### src/rtl/mem_arbiter_if.sv
// Bus bundle between the core's fetch/data requesters, the arbiter and the
// shared single-port memory.
interface mem_arbiter_if #(
  parameter int B_WIDTH = 32
);
  logic                   if_req;
  logic [B_WIDTH-1:0]     if_addr;
  logic                   if_ready;
  logic                   if_valid;
  logic [B_WIDTH-1:0]     if_rdata;

  logic                   d_req;
  logic                   d_we;
  logic [B_WIDTH/8-1:0]   d_be;
  logic [B_WIDTH-1:0]     d_addr;
  logic [B_WIDTH-1:0]     d_wdata;
  logic                   d_ready;
  logic                   d_valid;
  logic [B_WIDTH-1:0]     d_rdata;

  logic                   m_en;
  logic                   m_we;
  logic [B_WIDTH/8-1:0]   m_be;
  logic [B_WIDTH-1:0]     m_addr;
  logic [B_WIDTH-1:0]     m_wdata;
  logic [B_WIDTH-1:0]     m_rdata;

  modport slave (
    input  if_req, if_addr, d_req, d_we, d_be, d_addr, d_wdata, m_rdata,
    output if_ready, if_valid, if_rdata, d_ready, d_valid, d_rdata,
           m_en, m_we, m_be, m_addr, m_wdata
  );

  modport master (
    output if_req, if_addr, d_req, d_we, d_be, d_addr, d_wdata, m_rdata,
    input  if_ready, if_valid, if_rdata, d_ready, d_valid, d_rdata,
           m_en, m_we, m_be, m_addr, m_wdata
  );
endinterface

### src/rtl/mem_arbiter.sv
// Single-port memory arbiter for fetch and data requesters, one access in flight.
// Define MEM_ARB_RR_EN for round-robin ties; default is data priority with a fetch starvation guard.
module mem_arbiter #(
  parameter int B_WIDTH      = 32,
  parameter int LATENCY      = 2,
  parameter int STARVE_LIMIT = 4
) (
  input  logic          clk,
  input  logic          rst,
  mem_arbiter_if.slave  bus
);

  // state | meaning
  // IDLE  | accepting; winner's ready and m_en driven combinationally
  // WAIT  | access in flight, counting down memory latency
  // RESP  | one-cycle valid pulse to the owning requester
  typedef enum logic [1:0] {ST_IDLE, ST_WAIT, ST_RESP} state_t;

  state_t               state_q, state_d;
  logic                 own_data_q, own_data_d;
  logic                 wr_q, wr_d;
  logic [2:0]           cnt_q, cnt_d;
  logic [B_WIDTH-1:0]   rdata_q, rdata_d;
`ifdef MEM_ARB_RR_EN
  logic                 last_data_q, last_data_d;
`else
  logic [3:0]           starve_q, starve_d;
`endif

  logic gnt_if;
  logic gnt_dat;

  // Grants are forced low while reset is asserted.
  always_comb begin
    gnt_if  = 1'b0;
    gnt_dat = 1'b0;
    if (rst && state_q == ST_IDLE) begin
      if (bus.if_req && bus.d_req) begin
`ifdef MEM_ARB_RR_EN
        gnt_if = last_data_q;
`else
        gnt_if = (starve_q == 4'(STARVE_LIMIT));
`endif
        gnt_dat = !gnt_if;
      end else begin
        gnt_if  = bus.if_req;
        gnt_dat = bus.d_req;
      end
    end
  end

  always_comb begin
    state_d    = state_q;
    own_data_d = own_data_q;
    wr_d       = wr_q;
    cnt_d      = cnt_q;
    rdata_d    = rdata_q;
`ifdef MEM_ARB_RR_EN
    last_data_d = last_data_q;
`else
    starve_d    = starve_q;
`endif
    case (state_q)
      ST_IDLE: begin
        if (gnt_if || gnt_dat) begin
          state_d    = ST_WAIT;
          own_data_d = gnt_dat;
          wr_d       = gnt_dat && bus.d_we;
          cnt_d      = 3'(LATENCY);
`ifdef MEM_ARB_RR_EN
          last_data_d = gnt_dat;
`else
          if (gnt_if) begin
            starve_d = 4'd0;
          end else if (bus.if_req && starve_q < 4'(STARVE_LIMIT)) begin
            starve_d = starve_q + 4'd1;
          end
`endif
        end
      end
      ST_WAIT: begin
        cnt_d = cnt_q - 3'd1;
        if (cnt_q == 3'd1) begin
          rdata_d = wr_q ? '0 : bus.m_rdata;
          state_d = ST_RESP;
        end
      end
      ST_RESP: state_d = ST_IDLE;
      default: state_d = ST_IDLE;
    endcase
  end

  always_ff @(posedge clk or negedge rst) begin
    if (!rst) begin
      state_q    <= ST_IDLE;
      own_data_q <= 1'b0;
      wr_q       <= 1'b0;
      cnt_q      <= 3'd0;
      rdata_q    <= '0;
`ifdef MEM_ARB_RR_EN
      last_data_q <= 1'b1;
`else
      starve_q    <= 4'd0;
`endif
    end else begin
      state_q    <= state_d;
      own_data_q <= own_data_d;
      wr_q       <= wr_d;
      cnt_q      <= cnt_d;
      rdata_q    <= rdata_d;
`ifdef MEM_ARB_RR_EN
      last_data_q <= last_data_d;
`else
      starve_q    <= starve_d;
`endif
    end
  end

  assign bus.if_ready = gnt_if;
  assign bus.d_ready  = gnt_dat;

  assign bus.m_en    = gnt_if || gnt_dat;
  assign bus.m_we    = gnt_dat && bus.d_we;
  assign bus.m_be    = gnt_dat ? bus.d_be : '0;
  assign bus.m_addr  = gnt_dat ? bus.d_addr : bus.if_addr;
  assign bus.m_wdata = gnt_dat ? bus.d_wdata : '0;

  assign bus.if_valid = (state_q == ST_RESP) && !own_data_q;
  assign bus.d_valid  = (state_q == ST_RESP) && own_data_q;
  assign bus.if_rdata = bus.if_valid ? rdata_q : '0;
  assign bus.d_rdata  = bus.d_valid ? rdata_q : '0;

endmodule

### src/flat_wrapper.sv
// flat-port wrapper written by rule: the top's interface ports become plain ports
module mem_arbiter_flat 
#(
  parameter int B_WIDTH      = 32,
  parameter int LATENCY      = 2,
  parameter int STARVE_LIMIT = 4
)
  (clk, rst, bus_if_req, bus_if_addr, bus_d_req, bus_d_we, bus_d_be, bus_d_addr, bus_d_wdata, bus_m_rdata, bus_if_ready, bus_if_valid, bus_if_rdata, bus_d_ready, bus_d_valid, bus_d_rdata, bus_m_en, bus_m_we, bus_m_be, bus_m_addr, bus_m_wdata);
  mem_arbiter_if #(.B_WIDTH(B_WIDTH)) bus_i ();
  input  logic clk;
  input  logic rst;
  input wire logic [$bits(bus_i.if_req)-1:0] bus_if_req;
  input wire logic [$bits(bus_i.if_addr)-1:0] bus_if_addr;
  input wire logic [$bits(bus_i.d_req)-1:0] bus_d_req;
  input wire logic [$bits(bus_i.d_we)-1:0] bus_d_we;
  input wire logic [$bits(bus_i.d_be)-1:0] bus_d_be;
  input wire logic [$bits(bus_i.d_addr)-1:0] bus_d_addr;
  input wire logic [$bits(bus_i.d_wdata)-1:0] bus_d_wdata;
  input wire logic [$bits(bus_i.m_rdata)-1:0] bus_m_rdata;
  output wire logic [$bits(bus_i.if_ready)-1:0] bus_if_ready;
  output wire logic [$bits(bus_i.if_valid)-1:0] bus_if_valid;
  output wire logic [$bits(bus_i.if_rdata)-1:0] bus_if_rdata;
  output wire logic [$bits(bus_i.d_ready)-1:0] bus_d_ready;
  output wire logic [$bits(bus_i.d_valid)-1:0] bus_d_valid;
  output wire logic [$bits(bus_i.d_rdata)-1:0] bus_d_rdata;
  output wire logic [$bits(bus_i.m_en)-1:0] bus_m_en;
  output wire logic [$bits(bus_i.m_we)-1:0] bus_m_we;
  output wire logic [$bits(bus_i.m_be)-1:0] bus_m_be;
  output wire logic [$bits(bus_i.m_addr)-1:0] bus_m_addr;
  output wire logic [$bits(bus_i.m_wdata)-1:0] bus_m_wdata;
  assign bus_i.if_req = bus_if_req;
  assign bus_i.if_addr = bus_if_addr;
  assign bus_i.d_req = bus_d_req;
  assign bus_i.d_we = bus_d_we;
  assign bus_i.d_be = bus_d_be;
  assign bus_i.d_addr = bus_d_addr;
  assign bus_i.d_wdata = bus_d_wdata;
  assign bus_i.m_rdata = bus_m_rdata;
  assign bus_if_ready = bus_i.if_ready;
  assign bus_if_valid = bus_i.if_valid;
  assign bus_if_rdata = bus_i.if_rdata;
  assign bus_d_ready = bus_i.d_ready;
  assign bus_d_valid = bus_i.d_valid;
  assign bus_d_rdata = bus_i.d_rdata;
  assign bus_m_en = bus_i.m_en;
  assign bus_m_we = bus_i.m_we;
  assign bus_m_be = bus_i.m_be;
  assign bus_m_addr = bus_i.m_addr;
  assign bus_m_wdata = bus_i.m_wdata;
  mem_arbiter #(.B_WIDTH(B_WIDTH), .LATENCY(LATENCY), .STARVE_LIMIT(STARVE_LIMIT)) u_core (.clk(clk), .rst(rst), .bus(bus_i));
endmodule
### config.mk
export PLATFORM = sky130hd
export DESIGN_NAME = mem_arbiter_flat
export DESIGN_NICKNAME = d
export VERILOG_FILES = /design/src/rtl/mem_arbiter_if.sv /design/src/rtl/mem_arbiter.sv /design/src/flat_wrapper.sv
export SDC_FILE = /design/constraint.sdc
export NUM_CORES = 1
export LEC_CHECK = 0
export CELL_PAD_IN_SITES_DETAIL_PLACEMENT = 1
export CELL_PAD_IN_SITES_GLOBAL_PLACEMENT = 1
export CORE_MARGIN = 4
export CORE_UTILIZATION = 19
export DETAILED_ROUTE_END_ITERATION = 8
export GPL_ROUTABILITY_DRIVEN = 0
export PLACE_DENSITY_LB_ADDON = 0.12
export SYNTH_ARGS = -nofsm -noshare
export SYNTH_HDL_FRONTEND = slang
export SYNTH_SLANG_ARGS = --single-unit
export TNS_END_PERCENT = 1
### constraint.sdc
create_clock -name clk -period 1.9 [get_ports clk]
set_clock_uncertainty 0.1 [all_clocks]
set_input_delay 0.38 -clock clk [delete_from_list [all_inputs] [get_ports clk]]
set_output_delay 0.38 -clock clk [all_outputs]
set_load 0.05 [all_outputs]
==> impl_metrics.yaml <==
routing:
  wl_mm: 17.03
  firstDrtPassIters: 3
  route.detailed.drc: 0
  wire_per_inst_um: 20.03
  first_iter_violations: 78
  postRouteAntennaNets: 0
  vias: 3525
  routed_via_density: 4.147
timing:
  max_freq_mhz: 409.1
  rsz0062_at_grt: "true"
  slew_viol_final: 0
  finalCritPeriodShare_pct: 128.7
  min_period_ns: 2.444
  finalSetupViolations: 138
  final_hold_viol_count: 0
  setup-tns-final_ns: -48.24
  fin_ws_ns: -0.5444
  worst_pin_slew_ns: 0.3927
  maxSlewHeadroom_pct: 73.46
worst_setup_path:
  crit_arrival_ns: 1.96
  r2r_cells: 6
  critPathMaxFanout: 6
  end_kind: "output pin"
  crit_chain: "inv_2 -> ha_4 -> nand4b_1 -> and3_4 -> buf_6 -> clkbuf_16 -> mux2_4 -> buf_12"
  required_ns: 1.42
  worstSetupPathType: "reg2out"
  cp_slowest_cell: "dfrtp_1"
  max_stage_delay_ns: 0.39
  worstSetupStartpointType: "register"
floorplanning:
  ios: 275
  dieArea_sq_mm: 0.01871
  initial_utilization_pct: 19.62
  rows: 46
  core_area_sq_mm: 0.01606
  die_w_um: 136.8
  die_y_um: 136.8
pwr:
  p_switching_w: 0.002841
  ir_worst_vdd_v: 0.0003729
  p_seq_share_pct: 24.4
  swShare_pct: 40.39
  clock_power_share_pct: 14.5
  power_density_mw_per_mm2: 868.6
  leakagePower_nw: 3.510
  internal-power_w: 0.004193
  p_total_w: 0.007034
  p_comb_share_pct: 61.1
synthesis:
  synth_top_area_cell: "dfrtp_1"
  netlist_instances: 343
  synth_warnings: 0
  yosysSeqAreaShare_pct: 34.15
  synth.top_cell.area_share_pct: 34.15
  synth_fp_nets: 484
  ys_ff_latch: 43
  synth.avg_cell_area_sq_um: 9.185
  yosysUniqueCellTypes: 33
  syn_area_sq_mm: 0.003151
  ys_top_cells_by_area: "dfrtp_1 (34%), and2_1 (20%), mux2_4 (14%), nand2b_1 (6.6%), o21ai_0 (4.9%)"
clocking:
  clk_pin_slew_ns: 0.06
  insertion_delay_ns: 0.29
  cts_tree: "built"
  clock_path_buffers: 2
  root_buffer: "clkbuf_16"
  tritoncts.num_buffers: 5
  htreeDepth: 2
  cts.sinks: 43
grt:
  grt_max_degree: 45
  grt_pass1_vias: 3846
  grt_pass1_wl_mm: 24.71
  antenna_found_initial: 4
  grt.total_usage_pct: 17.47
  overflow: 0
placement:
  dp_hpwl_mm: 14.34
  preCtsSetupSlack_ns: -0.4645
  port_buffers: 274
cells_and_area:
  fin_nets: 773
  areaGrowthSynthToFinish_pct: 157.0
  layout-drive-gt1-share_pct: 47.39
  final_util_pct: 50.43
status:
  violations: "setup timing"
  status: "complete, but fails checks"
min_path:
  hold_class: "in2async"
job:
  maxCapViolations: 0
## power by group through the flow
stage          Combinational (W)  Clock, W  Sequential [W]
5_1_grt                  0.00460   0.00110         0.00179
3_5_place_dp             0.00414         0         0.00171
6_report                 0.00430   0.00102         0.00171
3_3_place_gp             0.00403         0         0.00167
2_1_floorplan            0.00223         0         0.00158
4_1_cts                  0.00428   0.00106         0.00171
## per-layer routing
layer  GRT usage (%)  up-vias  part of all wire, %
met3           9.890       25                   14
met2           30.61      170                   50
li1                -     1686                    -
met5               0        -                 0.28
met4           4.601        8                  2.1
met1           17.95     1636                   34
## Yosys cell counts
master	n
clkbuf_1	11
nand3_1	2
xor2_1	1
o21ai_0	31
nand4bb_1	2
and2_1	101
o21ai_1	4
nor3b_1	1
nand2_1	35
mux2_4	30
nand4b_1	1
buf_12	3
o211ai_1	2
mux2_2	2
nor2_1	5
nand2b_1	33
and3b_1	1
clkbuf_2	2
o21bai_1	1
nor3b_4	1
a21oi_1	2
buf_8	1
dfrtp_1	43
a41oi_1	2
ha_1	4
inv_1	7
nand3b_1	2
buf_2	7
nor2b_1	2
nor4bb_1	1
a21o_1	1
a22o_1	1
and3_4	1
## final timing paths
kind                                                start                        endpoint  slack [ns]
setup / recovery           u_core.starve_q[0]$_DFFE_PN0P_                   bus_m_addr[3]       -0.54
hold / removal                                        rst         u_core.wr_q$_DFFE_PN0P_        0.03
setup reg to reg           u_core.starve_q[0]$_DFFE_PN0P_         u_core.wr_q$_DFFE_PN0P_        0.33
hold reg to reg            u_core.rdata_q[27]$_DFFE_PN0P_  u_core.rdata_q[27]$_DFFE_PN0P_        0.39
max in group asynchronous                             rst  u_core.rdata_q[30]$_DFFE_PN0P_        1.41
min in group clk           u_core.rdata_q[27]$_DFFE_PN0P_  u_core.rdata_q[27]$_DFFE_PN0P_        0.39
## cell type report
class                           count  area (sq um)
Multi-Input combinational cell    269          2091
Clock inverter                      2         35.03
Antenna cell                        1         2.502
Inverter                            7         26.28
Tap cell                          216         270.3
Clock buffer                        6         138.9
Timing Repair Buffer              306          4458
Fill cell                        1655          7960
Sequential cell                    43          1076
## worst max-delay path: cells and delay by family, from the launching register on
family | cells | cell delay (ns)
fa+ha+maj | 1 | 0.14
buf+inv | 4 | 0.52
flops | 1 | 0.39
mux | 1 | 0.31
simple gates | 2 | 0.31
## through the flow
stage | cell area (sq um) | hold slack [ns] | instances
3_3_place_gp | 7651 | 0.3705 | 835
6_report | 8098 | 0.02962 | 850
2_1_floorplan | 3224 | -0.01559 | 343
5_1_grt | 8095 | 0.05213 | 849
3_5_place_dp | 7651 | 0.3816 | 835
4_1_cts | 7969 | 0.04457 | 846
## kinds of logic (layout without fill, tap and decap cells)
group                    count (synthesis)  after routing  synth area share [%]
AO/OA/AOI/OAI                           44             44                 7.665
XOR/XNOR                                 1              1                0.2780
adder cells (fa/ha/maj)                  4              4                 1.589
buffers and inverters                   31            321                 5.957
flip-flops                              43             43                 34.15
multiplexers                            32             32                 15.01
other                                    0              1                     0
AND/OR/NAND/NOR                        188            188                 35.35
## registers in the layout, indices dropped and copies added, names as in the netlist
signal	cells
u_core.cnt_q	3
u_core.own_data_q	1
u_core.rdata_q	32
u_core.starve_q	4
u_core.state_q	2
u_core.wr_q	1
## cell usage in the layout (no fill, tap or decap), types with 8 or more instances in the layout
master and count:
buf_12 140, and2_2 31, buf_4 19, buf_6 8
clkdlybuf4s50_1 134, dfrtp_1 43, nand2_1 35, o21ai_0 30
and2_1 22, and2_4 48, mux2_4 31, nand2b_1 33
## what timing repair did
item / 4_1_cts / 5_1_grt
setup buffers: 2 / 2
hold buffers: 0 / 0
gates resized for setup: 35 / 31
pin swaps: 12 / 22
endpoints found under the setup margin: 138 / 138
cloned: 1 / 1
Note: power is estimated with default switching activity, not from simulation.
